--- src/rtl/bus_arbiter.sv ---
// -----------------------------------------------------------------------------
// bus_arbiter
//   Two-master arbiter plus master-side multiplexer for the shared address bus.
//   A single state register records which master owns the bus. The owner's
//   address, write data and write enable are routed onto the shared bus while
//   it is requesting. When the owner is idle the bus is driven to all-zero, so
//   the downstream address decoder selects no slave.
//
//   Arbitration: the owner keeps the bus for as long as it requests. Ownership
//   passes to the other master one edge after the owner drops its request and
//   the other master is requesting. With nobody requesting, the bus parks on
//   (or returns to) M0.
//
//   Optional feature (macro BUS_ARB_TIMEOUT_EN): limits a continuous grant to
//   TIMEOUT_CYCLES cycles while the other master is waiting. Without the
//   macro, no counter exists and the owner may hold the bus indefinitely.
//
// Parameters
//   ADDR_WIDTH      shared address width (fixed at 8 to match the decoder)
//   DATA_WIDTH      write-data width
//   TIMEOUT_CYCLES  maximum continuous grant length, 2..255 (timeout build)
//
// Ports
//   clk         in   system clock, rising edge
//   reset_n     in   asynchronous active-low reset
//   M0_req      in   master 0 bus request
//   M0_wr       in   master 0 write enable
//   M0_address  in   master 0 address
//   M0_dout     in   master 0 write data
//   M1_req      in   master 1 bus request
//   M1_wr       in   master 1 write enable
//   M1_address  in   master 1 address
//   M1_dout     in   master 1 write data
//   M0_grant    out  master 0 owns the bus (decoded from the state register)
//   M1_grant    out  master 1 owns the bus (decoded from the state register)
//   M_req       out  owning master is requesting
//   M_wr        out  shared write enable
//   M_address   out  shared address (decoder sel_address)
//   M_dout      out  shared write data
// -----------------------------------------------------------------------------
module bus_arbiter #(
   parameter int ADDR_WIDTH     = 8,
   parameter int DATA_WIDTH     = 32,
   parameter int TIMEOUT_CYCLES = 16
) (
   input  logic                  clk,
   input  logic                  reset_n,
   input  logic                  M0_req,
   input  logic                  M0_wr,
   input  logic [ADDR_WIDTH-1:0] M0_address,
   input  logic [DATA_WIDTH-1:0] M0_dout,
   input  logic                  M1_req,
   input  logic                  M1_wr,
   input  logic [ADDR_WIDTH-1:0] M1_address,
   input  logic [DATA_WIDTH-1:0] M1_dout,
   output logic                  M0_grant,
   output logic                  M1_grant,
   output logic                  M_req,
   output logic                  M_wr,
   output logic [ADDR_WIDTH-1:0] M_address,
   output logic [DATA_WIDTH-1:0] M_dout
);

   // Elaboration-time legality checks on the configuration.
   if (ADDR_WIDTH != 8) begin : g_bad_addr_width
      $error("bus_arbiter: ADDR_WIDTH must be 8");
   end
   if (TIMEOUT_CYCLES < 2 || TIMEOUT_CYCLES > 255) begin : g_bad_timeout
      $error("bus_arbiter: TIMEOUT_CYCLES must be in 2..255");
   end

   typedef enum logic {
      M0_GRANT = 1'b0,
      M1_GRANT = 1'b1
   } state_t;

   state_t r_state;
   state_t w_state_nxt;
   logic   w_own_req;

   // Request of whichever master currently owns the bus.
   assign w_own_req = (r_state == M0_GRANT) ? M0_req : M1_req;

`ifdef BUS_ARB_TIMEOUT_EN
   localparam logic [7:0] LP_CNT_MAX = 8'(TIMEOUT_CYCLES - 1);

   logic [7:0] r_cnt;
   logic [7:0] w_cnt_nxt;
   logic       w_expired;

   assign w_expired = (r_cnt == LP_CNT_MAX);
`endif

   // State register
   always_ff @(posedge clk or negedge reset_n) begin
      if (!reset_n) begin
         r_state <= M0_GRANT;
      end else begin
         r_state <= w_state_nxt;
      end
   end

   // Next-state logic
   always_comb begin
      w_state_nxt = r_state;
      case (r_state)
         M0_GRANT: begin
            if (!M0_req && M1_req) begin
               w_state_nxt = M1_GRANT;
`ifdef BUS_ARB_TIMEOUT_EN
            end else if (M0_req && M1_req && w_expired) begin
               // M0 has used up its slice while M1 waits: force a handover.
               w_state_nxt = M1_GRANT;
`endif
            end
         end
         M1_GRANT: begin
            // An idle M1 always hands back to M0, which is the park owner.
            if (!M1_req) begin
               w_state_nxt = M0_GRANT;
`ifdef BUS_ARB_TIMEOUT_EN
            end else if (M0_req && w_expired) begin
               w_state_nxt = M0_GRANT;
`endif
            end
         end
         default: w_state_nxt = M0_GRANT;
      endcase
   end

`ifdef BUS_ARB_TIMEOUT_EN
   // Grant-length counter: counts consecutive busy cycles of the current
   // owner, restarts on any ownership change or idle cycle, and saturates at
   // the limit so a lone requester keeps the bus while remaining "expired",
   // ready to yield on the first cycle the other master asks.
   always_comb begin
      w_cnt_nxt = r_cnt;
      if ((w_state_nxt != r_state) || !w_own_req) begin
         w_cnt_nxt = '0;
      end else if (!w_expired) begin
         w_cnt_nxt = r_cnt + 8'd1;
      end
   end

   always_ff @(posedge clk or negedge reset_n) begin
      if (!reset_n) begin
         r_cnt <= '0;
      end else begin
         r_cnt <= w_cnt_nxt;
      end
   end
`endif

   assign M0_grant = (r_state == M0_GRANT);
   assign M1_grant = (r_state == M1_GRANT);

   // Shared-bus multiplexer: the non-owner never reaches the bus, and an idle
   // owner drives zeros so the decoder sees an unmapped address.
   always_comb begin
      M_req     = w_own_req;
      M_wr      = 1'b0;
      M_address = '0;
      M_dout    = '0;
      if (w_own_req) begin
         if (r_state == M0_GRANT) begin
            M_wr      = M0_wr;
            M_address = M0_address;
            M_dout    = M0_dout;
         end else begin
            M_wr      = M1_wr;
            M_address = M1_address;
            M_dout    = M1_dout;
         end
      end
   end

endmodule
--- config.mk ---
export PLATFORM = sky130hd
export DESIGN_NAME = bus_arbiter
export DESIGN_NICKNAME = d
export VERILOG_FILES = /design/src/rtl/bus_arbiter.sv
export SDC_FILE = /design/constraint.sdc
export NUM_CORES = 1
export LEC_CHECK = 0
export BUFFER_PORTS_ARGS = -buffer_cell sky130_fd_sc_hd__buf_4
export CAP_MARGIN = 15
export CORE_MARGIN = 1
export CORE_UTILIZATION = 31
export CTS_CLUSTER_SIZE = 16
export DETAILED_ROUTE_END_ITERATION = 10
export PLACE_DENSITY = 0.83
export SLEW_MARGIN = 25
export SYNTH_ARGS = -nofsm -noshare
export SYNTH_HDL_FRONTEND = slang
export SYNTH_SLANG_ARGS = --single-unit
--- constraint.sdc ---
create_clock -name clk -period 1.3 [get_ports clk]
set_clock_uncertainty 0.1 [all_clocks]
set_input_delay 0.13 -clock clk [delete_from_list [all_inputs] [get_ports clk]]
set_output_delay 0.13 -clock clk [all_outputs]
set_load 0.01 [all_outputs]
### Word level (Yosys, flattened, before mapping)

Cells that the tools add are included.

| storage, ports and cells | value |
|---|---|
| output and inout port bits | 44 |
| flip-flop bits (word level) | 1 |

| operators by class | value |
|---|---|
| reduce and logical (&&, ||, !) cells | 2 |
| bitwise operators | 1 |
| muxes and demuxes | 10 |

Operators by type and width:

| kind | number |
|---|---|
| $mux 32 | 2 |
| $mux 8 | 2 |
| $mux 1 | 5 |
| $pmux 1 s2 | 1 |
| $logic_and 1x1->1 | 1 |
| $logic_not 1->1 | 1 |
| $not 1->1 | 1 |

### Depth between registers and ports, before layout

Gate-level depths: netlist of the first run.

| logic depth | value |
|---|---|
| word-level depth | 4 |
| mapped depth | 4 |
| depth with buffers taken out | 2 |

### Worst setup path before layout of the first run

OpenSTA, ideal clock, no wires.

| timing | value |
|---|---|
| kind | register to output |
| start | reg r_state (netlist: M1_grant) |
| end | out M_dout[0] |
| buffers on the path | 2 |
| path slack | 0.098 ns |
| data required time | 1.070 ns |
| stages on the path, launching flop included | 4 |
| data arrival time | 0.972 ns |
| cells stage by stage | dfrtp_1 -> buf_6 -> buf_6 -> o21ai_0 |

| on the way | value |
|---|---|
| word-level cells in the longest chain between the ends | 2 |
| elaborated cells on any way between the ends | 3 |

Ends and longest elaborated chain:

| element | line | text |
|---|---|---|
| from (decl) | 77 | `state_t r_state;` |
| from (signal assigned) | 99 | `r_state <= w_state_nxt;` |
| $mux 32 or $mux 1 (tied branches) | 165, 82 |  |
| $mux 32 * | 164 | `if (w_own_req) begin` |
| to (decl) | 61 | `output logic [DATA_WIDTH-1:0] M_dout` |

Every way passes the cells marked *; elsewhere a longest branch is shown, timed or not.

### Worst setup path after layout of the first run

| timing | value |
|---|---|
| start | reg r_state (netlist: M1_grant) |
| end | out M_address[1] |

| on the way | value |
|---|---|
| word-level cells in the longest chain between the ends | 2 |
| elaborated cells on any way between the ends | 3 |

Ends and longest elaborated chain:

| element | line | text |
|---|---|---|
| $mux 8 or $mux 1 (tied branches) | 165, 82 |  |
| $mux 8 * | 164 |  |
| to (decl) | 60 | `output logic [ADDR_WIDTH-1:0] M_address,` |

Marked as above.

==> run summary, run 1 <==
The clock transition time at the flip-flop clock pins of the worst setup and hold paths works out to 0 ns. The number of global-route vias before repair is 1226. The finished cells cover 1820 um2. The first global-routing pass estimated 5.26 mm of wire. The xor/xnor share of the synthesized area was 0; the setup TNS after final layout was 0 ns. The remaining max-slew budget at the tightest pin was 0.714; the transition time at the pin with the least slew margin was 0.428 ns. The worst setup path is captured at a primary output. For this run, the number of standard cells in the final layout without fillers is 286. In this run the tool buffered the top-level ports with 129 buffer cells.

Sorting the synthesized cells by area gives the leading types as o21ai_2 (29%), nand3_1 (20%), nand2_1 (15%). Power spread over the standard cell area amounts to 391 nW/um2. At the end of the flow, the number of nets in the layout was 343. The adder-cell area share of the yosys netlist is 0, and the clock insertion delay at the later pin of the skew report is 0 ns. The share of total power in sequential cells was 0.056; the clock share of power was 0.

The compound-gate portion of the synthesized area works out to 0.380. The tools report the worst slack at placement as 0.0456 ns. The via total after detailed routing came out at 1388. The half-perimeter wire length after detailed placement is 2.63 mm, and the number of antenna cells inserted is 0.

Global routing finished with a remaining overflow of 0. Average via count per standard cell: 4.85. Total power for the finished layout comes to 710 uW. Subtracting the final worst setup slack from the clock period gives 1.25 ns. The run gives 0.744 as the weighted congestion reported at the end of routability-driven placement. The nature of the critical path startpoint was a flop.

The count of final max-slew check failures came out at 0. The tools report the largest net degree at the start of global routing as 44. The number of flip-flops in the largest register was 1. Yosys mapped the design onto 15 distinct sky130hd cell types. The run gives 59 as the number of design-rule violations left by the first detailed-router iteration.

The run gives 0 as the number of hold violations in the final report. In this run the remaining antenna-violating nets after routing total 0. For the part of the Yosys area used for sequential elements, the log shows 0.0275. The internal cell power is 420 uW, and the routed wirelength normalized by instance count is 11.6 um.

Setup repair after global routing could not meet its margin everywhere. The logs give 0 for the number of violations of the max-capacitance limit and 910 um2 for the netlist area before placement. Area share of the leading cell type in the synthesized netlist: 0.289.

The analysis attributes to net switching a power of 290 uW. The die is 56.2 um wide. In this run the worst hold path is classified as input pin to asynchronous set/reset pin. The worst-case IR drop observed on VDD is 0.000397 V.

Summed over all instances, the cell type with the most area after synthesis is o21ai_2. The type of the worst setup path was flop to primary output. The pre-antenna-repair detailed-routing pass consisted of 4 iterations. After synthesis, the mean cell area works out to 6.59 um2.

The smallest setup slack after layout is 0.0514 ns, and the cell count after placement is 285. The tools report the total wirelength of the detailed-routed design as 3.32 mm. The largest family of logic cells by synthesized area is compound AO/OA/AOI/OAI gates.

Starting density of the core: 0.330. The post-synthesis share of cell area spent on and, or, nand and nor gates was 0.378. The portion of total power attributed to combinational logic was 0.944; the highest attainable clock frequency was 801 MHz. The initial antenna violation count came out at 0. The arrival time of the worst setup path is 1.02 ns.

The multiplexer fraction of the synthesized cell area was 0; the setup-violating endpoint count in the final report was 0. The core region is 2760 um2. The tools report the data required time at the worst endpoint as 1.07 ns. The number of synthesized register bits is 1. The share of the clock period used by the worst path after layout was 0.960; the leakage power was 0.000939 uW. The floorplan has 19 rows. The placement-stage cell area was 1800 um2; the number of design rule violations left after detail routing was 0.

Of all nets on the critical path, the largest fanout is 41. The flow ran to the end, and the final reports show no timing, DRC or antenna violations. The top-level port count was 130; the vertical die dimension was 56.2 um. The floorplan step defined a die boundary enclosing 3160 um2. For the total routing usage reported by global routing, the log shows 0.196. The run gives 224 as the net count of the mapped netlist.

The fraction of power spent switching nets is 0.409, and the fraction of layout instances using a drive strength above 1 is 0.655. The logs give 138 for the synthesized instance count and 0 for the number of setup buffers added after CTS. The yosys synthesis warning count was 0. Relative to the synthesized area, the layout overhead comes to 99.7%.
critical path: stages (launching register included):
cell and delay [ns]:
dfrtp_2 0.43, buf_12 0.24, nand3_1 0.12, o21ai_2 0.08, buf_4 0.13
area by class of cell:
class	count	area [um2]
repair buffers	135	1050
multi-input cells	118	694
fillers	274	941
flip-flops and latches	1	26.3
inverters	1	3.75
well taps	31	38.8
layer usage:
metal,up-vias,global-route usage,part of all wire
li1,729,-,-
met5,-,0,0
met4,0,0.00348,0
met3,0,0.0186,0.084
met1,594,0.212,0.36
met2,65,0.420,0.56
metrics by stage:
step                hold slack, ns   util
floorplan                   -0.266      -
global placement            -0.194  0.653
detailed placement          -0.194  0.653
CTS                          0.343  0.657
global route                 0.378  0.659
finish                       0.343  0.659
synth_stat cells, drive strengths merged:
cell,n
a32o,4
dfrtp,1
inv,1
o21ai,37
buf,18
nor2b,2
nand2,37
a21o,1
nand3,37
power by group through the flow:
stage / clock (uW) / combinational, uW / sequential [uW]
after CTS: 0 / 676 / 40.1
final: 0 / 670 / 39.9
after global routing: 0 / 725 / 40.5
after global placement: 0 / 662 / 39.5
after floorplan: 0 / 332 / 36.3
after detailed placement: 0 / 672 / 40.1
kinds of logic after synthesis:
group           count (synthesis)
flops                           1
buf+inv                        19
compound gates                 42
simple gates                   76
worst paths after layout:
| check | end | cells past startpoint | startpoint | slack, ns |
|---|---|---|---|---|
| max | M_address[1] | 4 | M1_grant | 0.05 |
| min | M1_grant | 2 | reset_n | 0.34 |
| max reg2reg | M1_grant | 2 | M1_grant | 0.38 |
| min reg2reg | M1_grant | 2 | M1_grant | 0.57 |
| max in group asynchronous | M1_grant | 2 | reset_n | 0.67 |
| min in group clk | M1_grant | 3 | M0_req | 0.44 |
what timing repair did:
action	CTS	global route
hold buffers	1	0
endpoints found under the setup margin	0	10
gates resized for setup	0	1
endpoints found under the hold margin	1	0
placed cells by master, fill, tap and decap left out:
cell and instances:
a21o_1 1, a32o_1 4, buf_12 3, buf_4 131, dfrtp_2 1, dlygate4sd3_1 1
inv_1 1, nand2_1 37, nand3_1 36, nand3_2 1, nor2b_1 1, nor2b_4 1
o21ai_0 5, o21ai_1 2, o21ai_2 30
Power figures use the tool's default switching activity.
==> run 2: changes to the inputs <==
--- a/config.mk
+++ b/config.mk
@@ -7,11 +7,13 @@
 export LEC_CHECK = 0
 export BUFFER_PORTS_ARGS = -buffer_cell sky130_fd_sc_hd__buf_4
 export CAP_MARGIN = 15
+export CELL_PAD_IN_SITES_DETAIL_PLACEMENT = 1
+export CELL_PAD_IN_SITES_GLOBAL_PLACEMENT = 1
 export CORE_MARGIN = 1
-export CORE_UTILIZATION = 31
+export CORE_UTILIZATION = 17
 export CTS_CLUSTER_SIZE = 16
 export DETAILED_ROUTE_END_ITERATION = 10
-export PLACE_DENSITY = 0.83
+export PLACE_DENSITY_LB_ADDON = 0.1
 export SLEW_MARGIN = 25
 export SYNTH_ARGS = -nofsm -noshare
 export SYNTH_HDL_FRONTEND = slang
==> run summary, run 2 (same netlist as run 1, synthesis figures left out) <==
The run gives 0 ns (unchanged) as the setup TNS after final layout. The maximum net fanout on the critical path is 7 (was 41), and the number of flip-flops in the largest register is 1 (unchanged). The number of violations of the max-capacitance limit was 0 (unchanged); the total number of placement rows was 26 (was 19).

The area of the core is 5140 um2 (was 2760 um2). Worst hold-check path type: input pin to asynchronous set/reset pin (unchanged). Fraction of power spent switching nets: 0.410 (was 0.409). The cell count after placement was 326 (was 285); the vertical die dimension was 75.2 um (was 56.2 um). The setup slack of the worst register-to-register path is 0.29 ns (was 0.38 ns), and the area used by multi-input combinational logic is 709 um2 (was 694 um2). The setup-violating endpoint count in the final report was 0 (unchanged); the worst hold slack was 0.355 ns (was 0.343 ns). By instance count, the cell type seen most on the critical path is buf_4.

The tools report the sequential cell area in the final layout as 28.8 um2 (was 26.3 um2). The largest net degree at the start of global routing was 44 (unchanged); the top-level port count was 130 (unchanged). The slowest library cell on the worst path was dfrtp_4 (was dfrtp_2).

Routed wirelength normalized by instance count: 12.8 um (was 11.6 um). The run gives 328 (was 286) as the number of standard cells in the final layout excluding fillers. The most common cell after layout, fill and taps aside was buf_4 (unchanged). The growth of design area from synthesis to finish was 114% (was 99.7%); the arrival time of the worst setup path was 1.06 ns (was 1.02 ns).

The starting density of the core came out at 0.177 (was 0.330). For the global-route wire length before repair, the log shows 5.98 mm (was 5.26 mm). The internal cell power is 445 uW (was 420 uW), and the number of design rule violations left after detail routing is 0 (unchanged).

Clock transition time at the flip-flop clock pins of the worst setup and hold paths: 0 ns (about the same). For the highest attainable clock frequency, the log shows 774 MHz (was 801 MHz). Setup repair after global routing could not meet its margin everywhere. The count of final max-slew check failures came out at 0 (unchanged). The tools report the clock share of power as 0 (about the same). The time the worst path needs with I/O delays and setup works out to 1.29 ns (was 1.25 ns).

The via total after detailed routing was 1463 (was 1388); the cell area after layout was 1950 um2 (was 1820 um2). The total wirelength of the detailed-routed design is 4.21 mm (was 3.32 mm). The leakage power is 0.000973 uW (was 0.000939 uW), and the transition time at the pin with the least slew margin is 0.204 ns (was 0.428 ns). The number of cell instances on the worst register-to-register path works out to 2 (unchanged). The endpoint of the lowest-slack register-to-register path is M1_grant (unchanged). The run gives 0 (unchanged) as the count of antenna-violating nets left after detailed routing. The logs give 5650 um2 (was 3160 um2) for the die footprint and 0 (unchanged) for the initial antenna violation count. The clock insertion delay at the later pin of the skew report was 0 ns (about the same); the data required time at the worst endpoint was 1.07 ns (about the same). The logs give 1890 um2 (was 1800 um2) for the placement-stage cell area and 346 (was 343) for the count of nets after finishing. The fraction of layout instances using a drive strength above 1 was 0.671 (was 0.655); the peak supply drop was 0.000163 V (was 0.000397 V). Series of cell instances along the critical path: buf_4 > a32o_1 > buf_4 (was buf_12 > nand3_1 > o21ai_2 > buf_4). The remaining max-slew budget at the tightest pin came out at 0.864 (was 0.714). The tools report the launch point of the worst path as M1_grant (unchanged).

The critical path depth in cells came out at 3 (was 4). The overall die width is 75.2 um (was 56.2 um), and the number of fill cells is 690 (was 274). Commonest non-fill, non-tap cells in the layout: buf_4 (131), nand2_1 (37), nand3_1 (33) (was buf_4 (131), nand2_1 (37), nand3_1 (36)). The weighted congestion reported at the end of routability-driven placement is 0.673 (was 0.744). The nature of the critical path startpoint was a flop (unchanged). The share of the clock period used by the worst path after layout is 0.994 (was 0.960). The capturing element type of the critical path was a primary output (unchanged).

The tools report the destination of the critical timing path as M_address[6] (was M_address[1]). The tools report the number of global-route vias before repair as 1352 (was 1226). The quantity of I/O buffers inserted on ports is 129 (unchanged), and the number of antenna cells inserted is 0 (unchanged). The global-route congestion overflow total is 0 (unchanged).

The power density over the cells is 387 nW/um2 (was 391 nW/um2). The worst flop-to-flop path startpoint was M1_grant (unchanged). The number of detailed-route iterations in the first pass was 4 (unchanged); the number of design-rule violations left by the first detailed-router iteration was 46 (was 59). The run gives 755 uW (was 710 uW) as the total power. The number of hold violations in the final report came out at 0 (unchanged).

Type of the worst setup path: flop to primary output (unchanged). Delay contributed by the slowest stage of the critical path: 0.53 ns (was 0.43 ns). For the portion of total power attributed to combinational logic, the log shows 0.942 (was 0.944). The flow ran to the end, and the final reports show no timing, DRC or antenna violations. The total net switching power came out at 309 uW (was 290 uW). Cell family contributing the most delay on the critical path: flip-flops (unchanged). The half-perimeter wire length after detailed placement was 3.27 mm (was 2.63 mm); the average via count per standard cell was 4.46 (was 4.85). The total routing usage reported by global routing was 0.131 (was 0.196); the total buffers and inverters traversed by the critical path was 2 (unchanged). For the share of total power in sequential cells, the log shows 0.058 (was 0.056).
## run 2: final cells by class
cell class,instances,share of cell area
inverters,1,0.00193
well taps,70,0.0450
multi-input cells,118,0.364
repair buffers,138,0.574
flip-flops and latches,1,0.0148
## run 2: power groups by stage
stage | logic (uW) | registers, uW | clock network [uW]
2_1_floorplan | 332 | 36.3 | 0
3_3_place_gp | 696 | 41.4 | 0
3_5_place_dp | 702 | 41.6 | 0
4_1_cts | 706 | 41.8 | 0
5_1_grt | 775 | 44.6 | 0
6_report | 711 | 43.8 | 0
## run 2: per-stage QoR
step	utilization	worst slack, ns
floorplan	-	0.0979
global placement	0.368	0.0301
detailed placement	0.368	0.00702
CTS	0.370	0.0139
global route	0.379	-0.0352
finish	0.379	0.00812
## run 2: worst min-delay path by stage
stage	endpoint	cells past startpoint	start	slack, ns
floorplan	M1_grant	0	reset_n	-0.27
global placement	M1_grant	1	reset_n	-0.19
detailed placement	M1_grant	1	reset_n	-0.19
CTS	M1_grant	2	reset_n	0.35
global route	M1_grant	2	reset_n	0.37
finish	M1_grant	2	reset_n	0.36
## run 2: per-layer routing
metal,vias up,GRT usage,part of all wire
li1,732,-,-
met1,664,0.143,0.38
met2,67,0.269,0.52
met3,0,0.0295,0.099
met4,0,0,0
met5,-,0,0
## run 2: timing repair
| action | in CTS | in global routing |
|---|---|---|
| endpoints found under the setup margin | 1 | 14 |
| hold buffers | 1 | 0 |
| gates cloned | 0 | 1 |
| pin swaps | 0 | 1 |
| hold endpoints to repair | 1 | 0 |
| gates resized for setup | 1 | 7 |
| setup buffers | 0 | 0 |
